[config.mk]
export PLATFORM = sky130hd
export DESIGN_NAME = dual_ad7528_serializer
export DESIGN_NICKNAME = d
export VERILOG_FILES = /design/src/rtl/dual_ad7528_serializer.sv
export SDC_FILE = /design/constraint.sdc
export NUM_CORES = 1
export LEC_CHECK = 0
export BUFFER_PORTS_ARGS = -buffer_cell sky130_fd_sc_hd__buf_2
export CORE_ASPECT_RATIO = 0.7
export CORE_UTILIZATION = 55
export CTS_BUF_LIST = sky130_fd_sc_hd__clkbuf_4
export DETAILED_ROUTE_END_ITERATION = 16
export GPL_TIMING_DRIVEN = 0
export PLACE_DENSITY = 0.81
export SYNTH_ARGS = -nofsm -noshare
export SYNTH_HDL_FRONTEND = slang
export SYNTH_SLANG_ARGS = --single-unit
[constraint.sdc]
create_clock -name clk -period 2.8 [get_ports clk]
set_clock_uncertainty 0.1 [all_clocks]
set_input_delay 0.28 -clock clk [delete_from_list [all_inputs] [get_ports clk]]
set_output_delay 0.28 -clock clk [all_outputs]
set_load 0.03 [all_outputs]
[src/rtl/dual_ad7528_serializer.sv]
// Serial transmitter for the dual AD7528 attenuation-DAC bus: MSB-first shift, then chip-select strobe.
// Optional DAC_SHADOW_EN keeps per-DAC shadows and skips writes of unchanged values.
module dual_ad7528_serializer #(
    parameter int unsigned HALF = 2
) (
    input  logic       clk,
    input  logic       reset_n,
    input  logic       req_valid,
    output logic       req_ready,
    input  logic       req_channel,
    input  logic       req_sel,
    input  logic [7:0] req_value,
    output logic       done,
    output logic       datadac,
    output logic       clkdac,
    output logic       csdac1n,
    output logic       csdac2n
);

    localparam int unsigned PW = 8;
    localparam logic [PW-1:0] PHASE_LAST = PW'(HALF - 1);
    localparam logic [PW-1:0] PHASE_DONE = PW'(HALF - 2);

    typedef enum logic [2:0] {
        S_IDLE,
        S_SHIFT_LO,
        S_SHIFT_HI,
        S_SELECT,
        S_STROBE,
        S_RELEASE
    } state_t;

    state_t        r_state;
    logic [PW-1:0] r_phase;
    logic [2:0]    r_bit;
    logic [7:0]    r_value;
    logic          r_channel;
    logic          r_sel;
    logic          r_req_ready;
    logic          r_done;
    logic          r_datadac;
    logic          r_clkdac;
    logic          r_cs1n;
    logic          r_cs2n;

    logic w_phase_end;
    logic w_done_set;
    logic w_accept;
    logic w_skip;

    assign w_phase_end = (r_phase == PHASE_LAST);
    assign w_done_set  = (r_state == S_RELEASE) && (r_phase == PHASE_DONE);
    assign w_accept    = req_valid && r_req_ready && (r_state == S_IDLE);

`ifdef DAC_SHADOW_EN
    logic [7:0] r_shadow [4];
    logic [3:0] r_shadow_vld;
    logic [1:0] w_req_idx;
    logic [1:0] w_cur_idx;

    assign w_req_idx = {req_channel, req_sel};
    assign w_cur_idx = {r_channel, r_sel};
    assign w_skip    = r_shadow_vld[w_req_idx] && (r_shadow[w_req_idx] == req_value);

    // Shadow copy is committed only when a transfer actually completes
    always_ff @(posedge clk or negedge reset_n) begin
        if (!reset_n) begin
            r_shadow_vld <= '0;
            for (int i = 0; i < 4; i++) begin
                r_shadow[i] <= '0;
            end
        end else if (w_done_set) begin
            r_shadow[w_cur_idx]     <= r_value;
            r_shadow_vld[w_cur_idx] <= 1'b1;
        end
    end
`else
    assign w_skip = 1'b0;
`endif

    always_ff @(posedge clk or negedge reset_n) begin
        if (!reset_n) begin
            r_state     <= S_IDLE;
            r_phase     <= '0;
            r_bit       <= '0;
            r_value     <= '0;
            r_channel   <= 1'b0;
            r_sel       <= 1'b0;
            r_req_ready <= 1'b1;
            r_done      <= 1'b0;
            r_datadac   <= 1'b0;
            r_clkdac    <= 1'b0;
            r_cs1n      <= 1'b1;
            r_cs2n      <= 1'b1;
        end else begin
            r_done <= 1'b0;
            if (r_state == S_IDLE) begin
                // Ready drops for one cycle after a skipped request
                r_req_ready <= 1'b1;
                if (w_accept) begin
                    r_value     <= req_value;
                    r_channel   <= req_channel;
                    r_sel       <= req_sel;
                    r_req_ready <= 1'b0;
                    if (w_skip) begin
                        r_done <= 1'b1;
                    end else begin
                        r_state   <= S_SHIFT_LO;
                        r_phase   <= '0;
                        r_bit     <= 3'd7;
                        r_datadac <= req_value[7];
                        r_clkdac  <= 1'b0;
                    end
                end
            end else begin
                r_phase <= r_phase + PW'(1);
                if (w_done_set) begin
                    r_done <= 1'b1;
                end
                if (w_phase_end) begin
                    r_phase <= '0;
                    case (r_state)
                        S_SHIFT_LO: begin
                            r_state  <= S_SHIFT_HI;
                            r_clkdac <= 1'b1;
                        end
                        S_SHIFT_HI: begin
                            r_clkdac <= 1'b0;
                            if (r_bit == 3'd0) begin
                                r_state   <= S_SELECT;
                                r_datadac <= r_sel;
                            end else begin
                                r_state   <= S_SHIFT_LO;
                                r_bit     <= r_bit - 3'd1;
                                r_datadac <= r_value[r_bit - 3'd1];
                            end
                        end
                        S_SELECT: begin
                            r_state <= S_STROBE;
                            r_cs1n  <= r_channel;
                            r_cs2n  <= ~r_channel;
                        end
                        S_STROBE: begin
                            r_state <= S_RELEASE;
                            r_cs1n  <= 1'b1;
                            r_cs2n  <= 1'b1;
                        end
                        S_RELEASE: begin
                            r_state     <= S_IDLE;
                            r_req_ready <= 1'b1;
                        end
                        default: begin
                            r_state <= S_IDLE;
                        end
                    endcase
                end
            end
        end
    end

    assign req_ready = r_req_ready;
    assign done      = r_done;
    assign datadac   = r_datadac;
    assign clkdac    = r_clkdac;
    assign csdac1n   = r_cs1n;
    assign csdac2n   = r_cs2n;

endmodule

======== Word-level counts from Yosys, hierarchy flattened ========
Index checks and enable logic that the tools add are counted.
word-level totals
  output and inout port bits .............. 6
  input bits .............................. 13
  logic and storage cells ................. 75
  register bits ........................... 30
cells by class
  reductions and logical operators ........ 18
  eq/ne operators ......................... 8
  bitwise logic cells ..................... 2
  multiplexer cells ....................... 32
  add/sub/neg operators ................... 2
  $lt $le $gt $ge ......................... 1
operators with widths
  operator                                                               number
  3-bit two-way mux                                                      8
  8-bit two-way mux                                                      3
  1-bit two-way mux                                                      15
  3-bit one-hot mux with 4 select lines                                  1
  3-bit AND reduction                                                    3
  8-bit by 1-bit adder with 8-bit output, second input constant          1
  8-bit by 1-bit equality test with 1-bit output, second input constant  1
  8-bit zero test                                                        1
  2-bit nonzero test                                                     4
  3-bit by 2-bit equality test with 1-bit output, second input constant  2
  3-bit equality test, second input constant                             2
  3-bit zero test                                                        2
  1-bit one-hot mux with 2 select lines                                  3
  2-bit AND reduction                                                    3
  3-bit by 4-bit < comparator with 1-bit output, second input constant   1
  2-bit inequality test, second input constant                           2
  4-bit AND reduction                                                    1
  1-bit binary-select mux with 3-bit select                              1
  3-bit by 1-bit equality test with 1-bit output, second input constant  1
  1-bit logical AND                                                      3
  3-bit nonzero test                                                     1
  3-bit by 1-bit subtractor with 3-bit output, second input constant     1
  2-bit two-way mux                                                      1
  1-bit NOT                                                              2

======== Longest topological paths before layout ========
  depth in word-level cells ............... 7
  mapped depth ............................ 6
  gate-level depth less buffers ........... 6

======== Worst setup path before layout ========
No wires, ideal clock.
  kind .................................... register to register
  start ................................... register r_phase[1]
  end ..................................... register r_datadac, in the netlist datadac
  buffers on the path ..................... 0
  clock period less this slack ............ 1.943 ns
  setup slack ............................. 0.857 ns
  required time ........................... 2.575 ns
  arrival time ............................ 1.718 ns
  stages on the path, launching flop included .. 7
  setup time .............................. 0.125 ns
  path through ............................ dfrtp_1 inv_1 ha_1 or3b_2 o21ai_4 and2_4 mux2_4
on the way
  cells in the longest elaborated chain, start to end .. 3
ends and longest elaborated chain
  item                                            RTL line  RTL
  start, declared                                 34        logic [PW-1:0] r_phase;
  start signal, assigned                          116       r_phase <= r_phase + PW'(1);
  8-bit by 1-bit equality test with 1-bit output  51        assign w_phase_end = (r_phase == PHASE_LAST);
  2-bit nonzero test (no line)                    n/a
  3-bit AND reduction (no line)                   n/a
  end signal, assigned                            111       r_datadac <= req_value[7];
  end signal, assigned                            131       r_datadac <= r_sel;
  end signal, assigned                            135       r_datadac <= r_value[r_bit - 3'd1];
  end, declared                                   41        logic r_datadac;
No other way between the ends.
A chain may end at the register's enable or synchronous reset.

======== Worst setup path after layout ========
  start ................................... register r_state[1]
  end ..................................... register r_phase[4]
on the way
  cells in the longest elaborated chain, start to end .. 3
  elaborated cells between the ends (all ways) .. 4
  classes of those cells .................. eq/ne (1); mux (1); reduce/logical (2)
ends and longest elaborated chain
  item                             RTL line  RTL
  start, declared                  33        state_t r_state;
  start signal, assigned           83        r_state <= S_IDLE;
  start signal, assigned           108       r_state <= S_SHIFT_LO;
  start signal, assigned           124       r_state <= S_SHIFT_HI;
  3-bit zero test (*)              53, 97
  1-bit logical AND                53        assign w_accept = req_valid && r_req_ready && (r_state == S_IDLE);
  2-bit inequality test (no line)  n/a
Every way passes the cells marked *; elsewhere a longest branch is shown, timed or not.

==> results.ini <==
[outcome]
status = completed

[setup_path]
critPathKind = flop to flop
r2r-end = r_phase[4]
rr_worst_depth = 5
crit_fanout = 10
startpoint_type = flop
reg2reg_from = r_state[1]
required_ns = 2.92
endpoint = r_phase[4]
end_kind = flop
critPathArrivalTime_ns = 2.38
r2r_setup_slack_ns = 0.54
crit_start = r_state[1]

[global_route]
grt-ovfl-total = 0
grtUsageMet2_pct = 39.21
grtUsageMet3_pct = 5.714
use_met1_pct = 31.94
antenna_found_initial = 0
grt_pass1_vias = 1194
grt_first_pass_wirelength_um = 5520
track_usage_pct = 24.13
top_usage_layer = met2
grt_max_degree = 31

[floorplan]
die_w_um = 67.75
ios = 19
core_um2 = 2843
die_area_um2 = 3253
num_rows = 16
start_util_pct = 58.54
die_y_um = 48.02

[yosys]
synth_edf_count = 0
yosysUniqueCellTypes = 48
yosysWarnings = 0
yosys.cell_count.top_type = dfrtp_1
syn_inst = 159
synth_seq_cells = 30
async_flop_share_pct = 100.0
avgSynthCellArea_um2 = 10.47
synth_nets = 177
synth.top_cells.by_count = 27 x dfrtp_1, 14 x nand2_1, 10 x inv_1
synth_flop_cell = dfrtp_1
yosysTopAreaCell = dfrtp_1
syn_area_um2 = 1664
synth_area_leaders = dfrtp_1 41%, mux2_1 5.4%, dfstp_2 4.7%, ha_1 3.8%, nand2_1 3.2%
synth_top_area_share_pct = 40.60
ys_seq_area_share_pct = 45.34

[cts]
cts_setup_buffers = 0
ctsResizeCount = 0
holdBufCountCts = 1
insertion_delay_ns = 0.35
clock_sinks = 30
ctsLongestPathBuffers = 2
cts-root-buf = clkbuf_4
cts_tree = yes
cts_made_buffers = 5
htreeDepth = 2
clk_pin_slew_ns = 0.12

[pwr]
power_density_nw_per_um2 = 1083
p_leak_uw = 0.0008258
ir_worst_vdd_uv = 611.6
report.power.total_uw = 2017

[place]
dp_hpwl_um = 2539
io_buffers = 18
gp_congestion = 0.8744

[drt]
ant_nets = 0
wl_per_cell_um = 15.66
via_per_inst = 6.059
drt_iter0_markers = 60
vias = 1345
drc_errors = 0
dr.pass1.iters = 4
wl_um = 3477

[layout]
finalNetCount = 203
final_core_util_pct = 65.54
layout-drive-gt1-share_pct = 23.66
n_antenna_cell = 0
syn_to_final_growth_pct = 11.96

[sta]
report.final.slew_viol_count = 0
relSlewSlack_pct = 49.83
setup_viol = 0
layout_worst_path_cycle_share_pct = 80.65
min_period_ns = 2.258
fin_setup_tns_ns = 0
max_clock_freq_mhz = 442.8
rsz0062_at_grt = false
finalHoldViolCount = 0
worst_pin_slew_ns = 0.7468

[hold_path]
hold_path.class = input port to flop
min_delay_path_depth = 2

[run]
max-cap-violations = 0

cells by family after synthesis:
family,Yosys count,synth area share [%]
compound gates,42,18.50
xor+xnor,2,1.053
fa+ha+maj,5,3.759
buf+inv,15,3.760
flops,30,45.34
mux,13,10.30
simple gates,52,17.29
area by class of cell:
class | instances | area, um^2
buffer | 5 | 25.02
clock buffer | 5 | 37.54
clock inverter | 3 | 16.27
fill | 216 | 979.7
inverter | 10 | 37.54
multi-input combinational | 114 | 847.1
sequential | 30 | 754.5
tap | 36 | 45.04
timing repair buffer | 19 | 100.1
flip-flops by register name, indices dropped and copies added (netlist names):
register / cells
r_phase: 8
r_value: 8
r_bit: 3
r_state: 3
clkdac: 1
csdac1n: 1
csdac2n: 1
datadac: 1
done: 1
r_channel: 1
r_sel: 1
req_ready: 1
worst min-delay path by stage:
stage                        from  slack [ns]         end
final                     req_sel        0.04       r_sel
after global routing      req_sel        0.05       r_sel
after CTS                 req_sel        0.05       r_sel
after detailed placement  reset_n        0.25       r_sel
after global placement    reset_n        0.24  r_value[7]
after floorplan           reset_n       -0.12      clkdac
layer usage:
metal / up-vias / wire length [um]
met5: - / 0
met4: 0 / 35
met3: 5 / 164
met2: 39 / 1646
met1: 672 / 1631
li1: 629 / -
per-stage QoR:
stage	std cells	worst slack (ns)	cell area [um^2]	hold slack, ns
2_1_floorplan	159	0.8572	1664	-0.1156
3_3_place_gp	213	0.7061	1799	0.2397
3_5_place_dp	213	0.6190	1799	0.2467
4_1_cts	222	0.5932	1863	0.04667
5_1_grt	222	0.4593	1863	0.05279
6_report	222	0.5418	1863	0.03921
power breakdown:
part           switching [uW]  internal [uW]
clock network             163           93.3
registers                 155            612
logic                     560            434
total                     878           1140
placed cells by master (no fill, tap or decap), types with 4 or more instances in the layout:
master,instances
o21ai_0,9
a21oi_1,7
inv_1,10
ha_1,5
mux2_1,8
buf_2,20
nand3_1,8
clkbuf_4,5
dfrtp_1,27
a31oi_1,4
nand2_1,14
nor2_1,9
critical path, cell delays in order (launching register included):
cell and delay (ns):
dfrtp_1 0.41, buf_2 0.20, nor3_1 0.63, a21oi_1 0.34
a21o_1 0.25, a22o_1 0.22
Note: power is estimated with default switching activity, not from simulation.
